===== src/rtl/muldiv_pkg.sv =====
// muldiv_pkg: shared types and constants for the iterative RV32M multiply/divide unit.
//   muldiv_op_t    - funct3 encodings of the M-extension ops
//   muldiv_state_t - control FSM states
//   MULDIV_ITERS   - iterations per multiply/divide
package muldiv_pkg;

   localparam int unsigned MULDIV_ITERS = 32;

   typedef enum logic [2:0] {
      OP_MUL    = 3'd0,
      OP_MULH   = 3'd1,
      OP_MULHSU = 3'd2,
      OP_MULHU  = 3'd3,
      OP_DIV    = 3'd4,
      OP_DIVU   = 3'd5,
      OP_REM    = 3'd6,
      OP_REMU   = 3'd7
   } muldiv_op_t;

   typedef enum logic [1:0] {
      IDLE = 2'd0,
      PREP = 2'd1,
      RUN  = 2'd2,
      DONE = 2'd3
   } muldiv_state_t;

   // Divide class (DIV/DIVU/REM/REMU) versus multiply class.
   function automatic logic is_div(input muldiv_op_t op);
      return (op inside {OP_DIV, OP_DIVU, OP_REM, OP_REMU});
   endfunction

   // Remainder-returning ops.
   function automatic logic is_rem(input muldiv_op_t op);
      return (op inside {OP_REM, OP_REMU});
   endfunction

endpackage


===== src/rtl/muldiv_unit.sv =====
// muldiv_unit: iterative RV32M multiply (radix-2 shift-add) / divide (restoring)
// in the execute stage. 32 iterations per op; divide-by-zero and signed
// overflow resolve early.
//   clk, rst        - clock, synchronous active-high reset
//   startE          - M-extension op in execute (sampled only in IDLE)
//   funct3E         - op select (muldiv_op_t encoding)
//   rd1E, rd2E      - operand A (multiplicand/dividend), operand B (multiplier/divisor)
//   flushE          - abort any operation
//   stallM          - combinational hold for fetch/decode/ID-EX register
//   doneE, resultE  - registered one-cycle done pulse and result
module muldiv_unit
   import muldiv_pkg::*;
#(
   parameter int unsigned DATA_WIDTH = MULDIV_ITERS
) (
   input  logic                  clk,
   input  logic                  rst,
   input  logic                  startE,
   input  logic [2:0]            funct3E,
   input  logic [DATA_WIDTH-1:0] rd1E,
   input  logic [DATA_WIDTH-1:0] rd2E,
   input  logic                  flushE,
   output logic                  stallM,
   output logic                  doneE,
   output logic [DATA_WIDTH-1:0] resultE
);

   localparam int unsigned W  = DATA_WIDTH;
   localparam int unsigned AW = 2 * DATA_WIDTH;
   localparam int unsigned CW = $clog2(DATA_WIDTH);
   localparam logic [W-1:0] INT_MIN = {1'b1, {(W-1){1'b0}}};

   muldiv_state_t state_q, state_d;
   muldiv_op_t    op_q, op_d;
   logic [W-1:0]  a_q, a_d, b_q, b_d;
   logic [W-1:0]  mag_q, mag_d;     // |multiplicand| or |divisor|
   logic [AW-1:0] acc_q, acc_d;     // {hi, lo}: product, or {remainder, quotient}
   logic [CW-1:0] cnt_q, cnt_d;
   logic          neg_q, neg_d;     // negate the selected result word(s)
   logic [W-1:0]  result_q, result_d;
   logic          done_q, done_d;

   logic [AW-1:0] acc_step;
   logic [W:0]    mul_sum, div_trial, div_diff;
   logic          sign_a, sign_b;
   logic [W-1:0]  abs_a, abs_b;

   // Sign-correct the accumulator and pick the word the op returns.
   function automatic logic [W-1:0] finalize(input muldiv_op_t op,
                                             input logic [AW-1:0] acc,
                                             input logic neg);
      logic [AW-1:0] prod;
      logic [W-1:0]  quo, rem;
      prod = neg ? (~acc + AW'(1)) : acc;
      quo  = neg ? (~acc[W-1:0] + W'(1)) : acc[W-1:0];
      rem  = neg ? (~acc[AW-1:W] + W'(1)) : acc[AW-1:W];
      case (op)
         OP_MUL:                       return prod[W-1:0];
         OP_MULH, OP_MULHSU, OP_MULHU: return prod[AW-1:W];
         OP_DIV, OP_DIVU:              return quo;
         default:                      return rem;
      endcase
   endfunction

   // One iteration: add-then-shift-right for multiply, shift-left/compare/subtract for divide.
   always_comb begin
      mul_sum   = {1'b0, acc_q[AW-1:W]} + (acc_q[0] ? {1'b0, mag_q} : {(W+1){1'b0}});
      div_trial = acc_q[AW-1:W-1];
      div_diff  = div_trial - {1'b0, mag_q};
      if (is_div(op_q)) begin
         if (div_trial >= {1'b0, mag_q}) acc_step = {div_diff[W-1:0], acc_q[W-2:0], 1'b1};
         else                             acc_step = {div_trial[W-1:0], acc_q[W-2:0], 1'b0};
      end else begin
         acc_step = {mul_sum, acc_q[W-1:1]};
      end
   end

   // Next-state and datapath control.
   always_comb begin
      state_d  = state_q;
      op_d     = op_q;
      a_d      = a_q;
      b_d      = b_q;
      mag_d    = mag_q;
      acc_d    = acc_q;
      cnt_d    = cnt_q;
      neg_d    = neg_q;
      result_d = result_q;
      done_d   = 1'b0;
      sign_a   = a_q[W-1] & (op_q inside {OP_MULH, OP_MULHSU, OP_DIV, OP_REM});
      sign_b   = b_q[W-1] & (op_q inside {OP_MULH, OP_DIV, OP_REM});
      abs_a    = sign_a ? (~a_q + W'(1)) : a_q;
      abs_b    = sign_b ? (~b_q + W'(1)) : b_q;

      case (state_q)
         IDLE: begin
            if (startE) begin
               op_d    = muldiv_op_t'(funct3E);
               a_d     = rd1E;
               b_d     = rd2E;
               state_d = PREP;
            end
         end
         PREP: begin
            cnt_d   = '0;
            state_d = RUN;
            if (is_div(op_q)) begin
               acc_d = {W'(0), abs_a};
               mag_d = abs_b;
               neg_d = is_rem(op_q) ? sign_a : (sign_a ^ sign_b);
            end else begin
               acc_d = {W'(0), abs_b};
               mag_d = abs_a;
               neg_d = sign_a ^ sign_b;
            end
            if (is_div(op_q) && (b_q == '0)) begin
               state_d  = DONE;
               done_d   = 1'b1;
               result_d = is_rem(op_q) ? a_q : '1;
            end else if ((op_q inside {OP_DIV, OP_REM}) && (a_q == INT_MIN) && (b_q == '1)) begin
               state_d  = DONE;
               done_d   = 1'b1;
               result_d = (op_q == OP_DIV) ? INT_MIN : '0;
            end
         end
         RUN: begin
            acc_d = acc_step;
            cnt_d = cnt_q + CW'(1);
            if (cnt_q == CW'(W - 1)) begin
               state_d  = DONE;
               done_d   = 1'b1;
               result_d = finalize(op_q, acc_step, neg_q);
            end
         end
         default: state_d = IDLE;
      endcase

      // Abort: no completion, result holds.
      if (flushE) begin
         state_d  = IDLE;
         done_d   = 1'b0;
         result_d = result_q;
      end
   end

   always_ff @(posedge clk) begin
      if (rst) begin
         state_q  <= IDLE;
         op_q     <= OP_MUL;
         a_q      <= '0;
         b_q      <= '0;
         mag_q    <= '0;
         acc_q    <= '0;
         cnt_q    <= '0;
         neg_q    <= 1'b0;
         result_q <= '0;
         done_q   <= 1'b0;
      end else begin
         state_q  <= state_d;
         op_q     <= op_d;
         a_q      <= a_d;
         b_q      <= b_d;
         mag_q    <= mag_d;
         acc_q    <= acc_d;
         cnt_q    <= cnt_d;
         neg_q    <= neg_d;
         result_q <= result_d;
         done_q   <= done_d;
      end
   end

   // Combinational so the issuing instruction holds in its own cycle.
   assign stallM  = ((state_q == IDLE) & startE & ~flushE) | (state_q == PREP) | (state_q == RUN);
   assign doneE   = done_q;
   assign resultE = result_q;

endmodule


===== config.mk =====
export PLATFORM = sky130hd
export DESIGN_NAME = muldiv_unit
export DESIGN_NICKNAME = d
export VERILOG_FILES = /design/src/rtl/muldiv_pkg.sv /design/src/rtl/muldiv_unit.sv
export SDC_FILE = /design/constraint.sdc
export NUM_CORES = 1
export LEC_CHECK = 0
export BUFFER_PORTS_ARGS = -buffer_cell sky130_fd_sc_hd__buf_2
export CAP_MARGIN = 20
export CELL_PAD_IN_SITES_DETAIL_PLACEMENT = 1
export CELL_PAD_IN_SITES_GLOBAL_PLACEMENT = 2
export CORE_MARGIN = 4
export CORE_UTILIZATION = 37
export DETAILED_ROUTE_END_ITERATION = 6
export HOLD_SLACK_MARGIN = 0.08
export PLACE_DENSITY_LB_ADDON = 0.25
export SETUP_SLACK_MARGIN = 0.15
export SLEW_MARGIN = 10
export SYNTH_ARGS = -nofsm -noshare
export SYNTH_HDL_FRONTEND = slang
export SYNTH_SLANG_ARGS = --single-unit

===== constraint.sdc =====
create_clock -name clk -period 6.1 [get_ports clk]
set_clock_uncertainty 0.1 [all_clocks]
set_input_delay 0.61 -clock clk [delete_from_list [all_inputs] [get_ports clk]]
set_output_delay 0.61 -clock clk [all_outputs]
set_load 0.01 [all_outputs]

### Word level (Yosys, flattened, before mapping)

Cells that the tools add are included.
W data, S select, Z words.

| word-level totals | value |
|---|---|
| register bits after elaboration | 204 |

| operators by class | value |
|---|---|
| reduce and logical (&&, ||, !) cells | 18 |
| eq/ne operators | 15 |
| bitwise gates (word level) | 13 |
| mux-type cells | 30 |
| order comparisons | 1 |
| $add $sub $neg | 8 |

Operators with widths:

| operator | number |
|---|---|
| $mux W32 | 12 |
| $mux W64 | 3 |
| $add A32 B1 Y32 const B | 4 |
| $not A32 Y32 | 4 |
| $pmux W64 S2 | 1 |
| $pmux W32 S3 | 1 |
| $add A64 B1 Y64 const B | 1 |
| $eq A32 B32 Y1 const B | 2 |
| $not A64 Y64 | 1 |
| $pmux W32 S2 | 1 |
| $add A32 B32 Y33 | 1 |
| $ge A33 B32 Y1 | 1 |
| $logic_not A32 Y1 | 1 |
| $sub A32 B32 Y32 | 1 |
| $eq A3 B3 Y1 const B | 4 |
| $pmux W5 S2 | 1 |
| $reduce_bool A4 Y1 | 2 |
| $mux W1 | 7 |
| $eq A3 B2 Y1 const B | 2 |
| $pmux W2 S3 | 1 |
| $reduce_bool A2 Y1 | 3 |
| $add A5 B1 Y5 const B | 1 |
| $eq A5 B5 Y1 const B | 1 |
| $and A1 B1 Y1 | 4 |
| 18 further kinds | 25 |

### Logic depth before layout (Yosys ltp)

Gate-level depths: netlist of the first run.

| depth | value |
|---|---|
| word-level depth | 9 |
| gate-level depth with buffers | 25 |
| mapped depth without buffers | 22 |

### Worst setup path after synthesis of the first run

OpenSTA, ideal clock, no wires.

| path | value |
|---|---|
| path kind | register to register |
| start | register mag_q[12] |
| end | register result_q[22], in the netlist resultE[22] |
| period minus slack after synthesis | 5.574 ns |
| setup time | 0.088 ns |
| cell stages (with the launch flop) | 26 |
| buffers on the path | 3 |
| arrival | 5.386 ns |
| slack | 0.526 ns |
| cells stage by stage | dfxtp_1 inv_1 ha_1 buf_6 a21oi_2 o21ai_2 a22o_1 o31a_1 buf_4 nor3_2 clkbuf_1 nand2_1 o21ai_0 ha_1 nand2_1 or2_2 or4_1 or2_2 or3_1 nor2_1 a21oi_1 or4_1 nor2_1 a41o_1 a211oi_1 nor4_2 |

| between the ends | value |
|---|---|
| cells in the longest elaborated chain, start to end | 9 |
| elaborated cells between the ends (all ways) | 18 |

RTL lines:

| what | line | source |
|---|---|---|
| from (decl) | muldiv_unit.sv:36 | `logic [W-1:0] mag_q, mag_d;` |
| from (signal assigned) | muldiv_unit.sv:163 | `mag_q <= mag_d;` |
| $mux W32 (tied with other cells) | muldiv_unit.sv:67 | `mul_sum = {1'b0, acc_q[AW-1:W]} + (acc_q[0] ? {1'b0, mag_q} : {(W+1){1'b0}});` |
| $add A32 B32 Y33 / $mux W64 (equally long branches) | muldiv_unit.sv:67, muldiv_unit.sv:71 |  |
| $mux W64 * | muldiv_unit.sv:70 | `if (is_div(op_q)) begin` |
| $not A64 Y64 (tied with other cells) | muldiv_unit.sv:54 | `prod = neg ? (~acc + AW'(1)) : acc;` |
| $add A64 B1 Y64 (tied with other cells) | muldiv_unit.sv:54 |  |
| $mux W64 (tied with other cells) | muldiv_unit.sv:54 |  |
| $pmux W32 S3 * | muldiv_unit.sv:57 | `case (op)` |
| $mux W32 * | muldiv_unit.sv:129 | `if (cnt_q == CW'(W - 1)) begin` |
| $pmux W32 S2 * | muldiv_unit.sv:95 | `case (state_q)` |
| to (signal assigned) | muldiv_unit.sv:167 | `result_q <= result_d;` |
| to (decl) | muldiv_unit.sv:40 | `logic [W-1:0] result_q, result_d;` |

Mark *: on every way between the ends. The rest lies on a longest branch, timed or not. The select of a mux whose other input is x is not followed.
A chain may end at the register's enable or synchronous reset.

### Worst setup path after layout of the first run

| path | value |
|---|---|
| start | register acc_q[0] |
| end | register result_q[28], in the netlist resultE[28] |

| between the ends | value |
|---|---|
| cells in the longest elaborated chain, start to end | 9 |
| elaborated cells between the ends (all ways) | 16 |

RTL lines:

| what | line | source |
|---|---|---|
| from (decl) | muldiv_unit.sv:37 | `logic [AW-1:0] acc_q, acc_d;` |
| from (signal assigned) | muldiv_unit.sv:153 | `acc_q <= '0;` |
| from (signal assigned) | muldiv_unit.sv:164 | `acc_q <= acc_d;` |
| $mux W32 | muldiv_unit.sv:67 |  |
| $add A32 B32 Y33 | muldiv_unit.sv:67 |  |
| $mux W64 * | muldiv_unit.sv:70 |  |
| $not A64 Y64 / $not A32 Y32 (equally long branches) | muldiv_unit.sv:54, muldiv_unit.sv:56 |  |
| $add A64 B1 Y64 / $add A32 B1 Y32 (equally long branches) | muldiv_unit.sv:54, muldiv_unit.sv:56 |  |
| $mux W64 / $mux W32 (equally long branches) | muldiv_unit.sv:54, muldiv_unit.sv:56 |  |
| $pmux W32 S3 * | muldiv_unit.sv:57 |  |
| $mux W32 * | muldiv_unit.sv:129 |  |
| $pmux W32 S2 * | muldiv_unit.sv:95 |  |

Marked as above.

==> flow_summary.toml, run 1 <==
[run_status]
status = "completed"

[sta]
hold_viol = 0
maxSlewHeadroom_pct = 25.2
setup_viol = 0
rsz0062_at_grt = "false"
period_share_pct = 92.6
tns_ps = 0
fin_crit_ps = 5650
drv_slew = 0
timing.fmax_mhz = 177
tightest_slew_ps = 1120

[worst_hold_path]
hold_depth = 3
hold_end = "op_q[2]"
hold_class = "primary input to register"
min_from = "funct3E[2]"

[drt]
firstDrtPassIters = 6
ant_nets = 0
wire_per_inst_um = 26.2
drc_errors = 0
drt_iter0_markers = 1539
wl_mm = 86.6
dr_total_vias = 20195
viasPerCell = 6.10

[die]
initial_core_util_pct = 37.7
die_area_um2 = 53700
fp.dieH_um = 232
ios = 105
fp.dieW_um = 232
core_um2 = 49200
rows = 81

[clock_tree]
clockBufferDepth = 3
cts_hold_buf = 0
cts-root-buf = "clkbuf_16"
insertion_delay_ps = 600
ctsResizeCount = 0
clock_sinks = 204
post_cts_buffers = 0
cts_buffers = 27
cts_tree = "built"
clk_pin_slew_ps = 60
htreeDepth = 1

[place]
placed_area_um2 = 20100
hpwl_mm = 67.4
gp_congestion = 0.982
port_buffers = 104

[synthesis]
synth_seq_area_share_pct = 22.1
async_flop_share_pct = 0
syn-num-nets = 2702
synthFlopType = "dfxtp_1"
ys_warn_count = 0
synth-edff-count = 0
ys_seq_elements = 204
synth.distinct_cells = 104
synth_area_um2 = 18500
syn_inst = 2554
synth.avg_cell_area_um2 = 7.25

[finish]
drive_above_1_share_pct = 13.9
antenna_cells = 0
fillers = 6220
final_area_um2 = 21000
area_growth_pct = 13.3
layout.nets = 2777

[setup_path]
path_cells = "and2_1, ha_1, inv_1, fa_1, nor2b_1, o31a_1, o21ai_0, a211oi_1, buf_4, nor4_1, o21a_1, o21ai_0, a21oi_1, buf_4, nand2_1, nor3_1, mux2i_1, a31oi_1, a211oi_1"
cp_data_required_time_ps = 6490
cp-startpoint = "acc_q[0]"
worstSetupPathType = "register to register"
r2r_setup_slack_ps = 450
crit_fanout = 14
cpLargestDelayFamily = "compound AO/OA/AOI/OAI gates"
cp.buffers_inverters = 3
reg2reg_from = "acc_q[0]"
end_kind = "register"
worstPathArrival_ps = 6040
worstRegToRegCells = 19
slowest_stage = "nor4_1"
reg2reg_to = "resultE[28]"
cp-start-kind = "register"
max_stage_delay_ps = 760

[global_route]
grt_use_total_pct = 31.1
grt-ovfl-total = 0
grt_pass1_vias = 20279
grt_start_max_net_pins = 97
antenna_found_initial = 2
grt_pass1_wl_mm = 129

[power_and_ir_drop]
powerDensity_nw_per_um2 = 232
vdd_drop_max_mv = 0.193
finalPower_mw = 4.87
p_leak_nw = 8.49

[run]
max_cap_violations = 0
[cell families (layout without fill, tap and decap cells)]
| group | count (synthesis) | after routing | synth area share [%] |
|---|---|---|---|
| muxes | 95 | 95 | 5.93 |
| DFF | 204 | 204 | 22.1 |
| buffers and inverters | 258 | 351 | 5.68 |
| xor gates and xnor gates | 173 | 173 | 8.19 |
| and+or+nand+nor | 986 | 986 | 25.0 |
| AOI/OAI and AO/OA | 761 | 761 | 27.9 |
| adders and majority gates | 77 | 77 | 5.29 |
[stage by stage]
stage	utilization (%)	instances	worst slack [ps]	hold slack, ps
after floorplan	-	2554	526	350
after global placement	40.8	3263	480	371
after detailed placement	40.8	3263	421	379
after CTS	42.6	3310	386	131
after global routing	42.7	3311	166	144
final	42.7	3311	453	157
[Yosys cell counts (all sizes together), types with 12 or more instances]
cell type / number / area (um^2)
nor2: 324 / 1220
nand2: 305 / 1150
a21oi: 224 / 1140
dfxtp: 204 / 4080
o21ai: 159 / 800
clkbuf: 133 / 502
xnor2: 102 / 893
nor3: 89 / 455
inv: 76 / 285
ha: 75 / 938
xor2: 71 / 622
mux2i: 68 / 681
a211oi: 55 / 435
nand3: 49 / 268
buf: 47 / 256
and2: 41 / 257
nand4: 40 / 256
o31ai: 34 / 284
a22oi: 33 / 248
a21o: 28 / 210
o211ai: 26 / 209
nor4: 24 / 223
or3: 24 / 155
a311oi: 22 / 210
o21a: 22 / 165
nand2b: 20 / 128
o41ai: 19 / 226
mux2: 17 / 191
a31oi: 14 / 100
and3: 14 / 87.6
o211a: 14 / 140
nor2b: 13 / 81.3
a221oi: 12 / 105
or2: 12 / 75.1
or4: 12 / 93.8
[state kept, by name, summed over array words and instances (netlist names)]
| register | cells |
|---|---|
| a_q | 32 |
| b_q | 32 |
| mag_q | 32 |
| resultE | 32 |
| doneE | 1 |
| op_q | 3 |
| state_q | 2 |
| cnt_q | 5 |
| acc_q | 64 |
| neg_q | 1 |
[area by class of cell]
class / instances / area [um^2] / area share (%)
multi-input combinational: 2092 / 13400 / 64.0
sequential: 204 / 4090 / 19.5
timing repair buffer: 226 / 1480 / 7.06
tap: 664 / 831 / 3.96
clock buffer: 41 / 808 / 3.85
inverter: 78 / 293 / 1.40
clock inverter: 6 / 48.8 / 0.233
[power by group]
part           internal (mW)  leakage (nW)  switching, mW
Combinational          0.622          6.40           1.14
Clock                  0.909         0.427          0.685
Sequential              1.40          1.66          0.112
Total                   2.93          8.49           1.94
[layout by cell type, fill, tap and decap left out, types with 12 or more instances in the layout]
| cell type | count |
|---|---|
| nor3_1 | 87 |
| nor2b_1 | 13 |
| and2_1 | 40 |
| a221oi_1 | 12 |
| clkbuf_16 | 27 |
| o21a_1 | 22 |
| o211ai_1 | 25 |
| nand2_1 | 301 |
| nand2b_1 | 19 |
| and3_1 | 14 |
| mux2_2 | 17 |
| a21o_1 | 28 |
| buf_4 | 119 |
| dfxtp_1 | 202 |
| a311oi_1 | 21 |
| mux2i_1 | 68 |
| buf_2 | 103 |
| o21ai_0 | 153 |
| o31ai_1 | 30 |
| a31oi_1 | 12 |
| xnor2_1 | 102 |
| nor2_1 | 321 |
| a22oi_1 | 33 |
| nand3_1 | 46 |
| nand4_1 | 39 |
| nor4_1 | 18 |
| xor2_1 | 71 |
| o211a_1 | 13 |
| or3_1 | 23 |
| ha_1 | 74 |
| a211oi_1 | 52 |
| inv_1 | 75 |
| a21oi_1 | 219 |
[layer usage]
| metal | global-route usage (%) | share of wire, % | vias up |
|---|---|---|---|
| met5 | 0 | 0.033 | - |
| met1 | 40.1 | 43 | 10069 |
| met4 | 12.5 | 4.9 | 4 |
| li1 | - | - | 9368 |
| met3 | 3.93 | 4.7 | 166 |
| met2 | 52.8 | 47 | 588 |
[worst register-to-register path: stages, from the launching register on]
cell and delay, ps:
dfxtp_1 510, and2_1 260, ha_1 210, inv_1 90
fa_1 260, nor2b_1 100, o31a_1 290, o21ai_0 740
a211oi_1 160, buf_4 220, nor4_1 760, o21a_1 230
o21ai_0 150, a21oi_1 240, buf_4 150, nand2_1 80
nor3_1 240, mux2i_1 290, a31oi_1 150, a211oi_1 330
[worst max path at each step]
stage	to	depth (start not counted)
5_1_grt	resultE[22]	22
6_report	resultE[28]	19
4_1_cts	resultE[14]	22
3_3_place_gp	resultE[22]	22
3_5_place_dp	resultE[22]	22
2_1_floorplan	resultE[22]	25
Note: power is estimated with default switching activity, not from simulation.
==> run 2, diff against run 1 <==
BUFFER_PORTS_ARGS = default   (was -buffer_cell sky130_fd_sc_hd__buf_2)
CORE_UTILIZATION = 38   (was 37)
DONT_BUFFER_PORTS = 1   (was default)
==> run 2 against run 1 <==
Effect of this change:
- power grew 2.9%
- cell area grew 0.80%
- critical path depth grew 3
- critical endpoint is now resultE[6]
==> flow_summary.toml, run 2 (same netlist as run 1, synthesis figures left out) <==
[setup_path]
cp_common_cell = "nand2_1"
crit_cells = 22
worstSetupPathType = "register to register"
cp-start-kind = "register"
reg2reg_from = "mag_q[30]"
worstPathArrival_ps = 5940
max_stage_delay_ps = 490
path_cells = "inv_1, ha_1, a21o_1, a211o_1, a21oi_4, o31ai_4, nor3_2, nand2_1, o21ai_1, ha_1, nand2_1, or2_2, or4_1, or2_2, or3_1, nor2_2, nand2_1, o31ai_1, xor2_1, nor2_1, o31ai_1, a311oi_1"
worstRegToRegCells = 22
slowest_stage = "or4_1"
cp_data_required_time_ps = 6410
end_kind = "register"
cpLargestDelayFamily = "simple AND/OR/NAND/NOR gates"
crit_fanout = 10
cp.buffers_inverters = 1
cp-startpoint = "mag_q[30]"

[clock_tree]
cts-root-buf = "clkbuf_16"
insertion_delay_ps = 560
clock_sinks = 204
clockBufferDepth = 3
cts_buffers = 26
htreeDepth = 1
clk_pin_slew_ps = 60
cts_tree = "built"

[sta]
tns_ps = 0
tightest_slew_ps = 1080
hold_viol = 0
fin_crit_ps = 5620
timing.fmax_mhz = 178
period_share_pct = 92.2
drv_slew = 0
hold_slack_ps = 94.9
rsz0062_at_grt = "true"
maxSlewHeadroom_pct = 27.1
setup_viol = 0

[die]
core_um2 = 47900
ios = 105
rows = 80
initial_core_util_pct = 38.6
die_area_um2 = 52300
fp.dieH_um = 229
fp.dieW_um = 229

[worst_hold_path]
hold_depth = 2
min_from = "rd1E[11]"
hold_class = "primary input to register"

[power_and_ir_drop]
vdd_drop_max_mv = 0.195
pwr-share-seq_pct = 30.2
intPower_mw = 3.10
p_leak_nw = 8.33
p_clk_share_pct = 34.5
combPwrFrac_pct = 35.2
swShare_pct = 38.1
switching_power_mw = 1.91
powerDensity_nw_per_um2 = 237

[drt]
topRoutingLayerUsed = "met5"
ant_nets = 0
firstDrtPassIters = 5
wl_mm = 85.8
wire_per_inst_um = 26.7
viasPerCell = 6.24
met2WireLength_mm = 40.8
drc_errors = 0
wl_met3_mm = 4.66
dr_total_vias = 20066
drt_iter0_markers = 1536
wl_met1_mm = 35.7

[global_route]
grt_pass1_vias = 20355
grt_start_max_net_pins = 146
antenna_found_initial = 5
grt_use_total_pct = 31.7
grt_pass1_wl_mm = 130
grt-ovfl-total = 0

[finish]
final_common_cell = "nor2_1"
drive_above_1_share_pct = 10.6
seqCellArea_um2 = 4090
multi_input_area_um2 = 13400
layout_common_cells = "nor2_1 (321), nand2_1 (302), a21oi_1 (217), dfxtp_1 (202), o21ai_0 (152)"
area_growth_pct = 14.2
largest-register = "acc_q"
fillers = 5908
largest_reg_flops = 64
final_core_util_pct = 44.1
layout.nets = 2731

[run_status]
status = "completed"

[place]
port_buffers = 0
hpwl_mm = 65.4
gp_congestion = 0.955

[run]
max_cap_violations = 0
-- run 2: final timing paths --
path	slack (ps)	endpoint
worst max-delay path	480	resultE[6]
worst min-delay path	90	a_q[11]
worst max register to register	480	resultE[6]
worst min register to register	390	acc_q[22]
-- run 2: stage by stage --
stage | setup WS, ps | power, mW | std cells | instance area, um^2
floorplan | 526 | 2.58 | 2554 | 18500
global placement | 356 | 3.18 | 3108 | 19500
detailed placement | 228 | 3.21 | 3108 | 19500
CTS | 195 | 5.02 | 3216 | 21100
global route | 114 | 5.23 | 3217 | 21100
finish | 476 | 5.01 | 3218 | 21100
-- run 2: cell type report --
type,instances,area share [%]
Antenna cell,1,0.0118
Clock buffer,32,3.48
Clock inverter,15,1.02
Inverter,78,1.39
Multi-Input combinational cell,2092,63.6
Sequential cell,204,19.3
Tap cell,615,3.64
Timing Repair Buffer,181,7.49
-- run 2: worst reg2reg max path, stage by stage (launching register included) --
cell and delay, ps:
dfxtp_1 360, inv_1 60, ha_1 370, a21o_1 190
a211o_1 340, a21oi_4 200, o31ai_4 170, nor3_2 220
nand2_1 130, o21ai_1 170, ha_1 210, nand2_1 90
or2_2 340, or4_1 490, or2_2 350, or3_1 420
nor2_2 150, nand2_1 170, o31ai_1 280, xor2_1 180
nor2_1 60, o31ai_1 280, a311oi_1 140
-- run 2: repair_timing --
action / CTS / global route
setup buffers: 0 / 1
endpoints found under the setup margin: 0 / 12
endpoints found under the hold margin: 157 / 0
hold buffers: 61 / 0
gates resized for setup: 0 / 13
-- run 2: power groups by stage --
stage / registers [mW] / logic (mW) / clock network (mW)
final: 1.51 / 1.77 / 1.73
after global routing: 1.52 / 1.88 / 1.83
after CTS: 1.51 / 1.74 / 1.77
after detailed placement: 1.54 / 1.67 / 0
after global placement: 1.54 / 1.65 / 0
after floorplan: 1.49 / 1.09 / 0
-- run 2: per-layer routing --
layer | vias to the layer above | track usage, %
met1 | 9967 | 39.9
met3 | 186 | 4.20
li1 | 9295 | -
met4 | 2 | 14.1
met2 | 616 | 54.0
met5 | - | 0
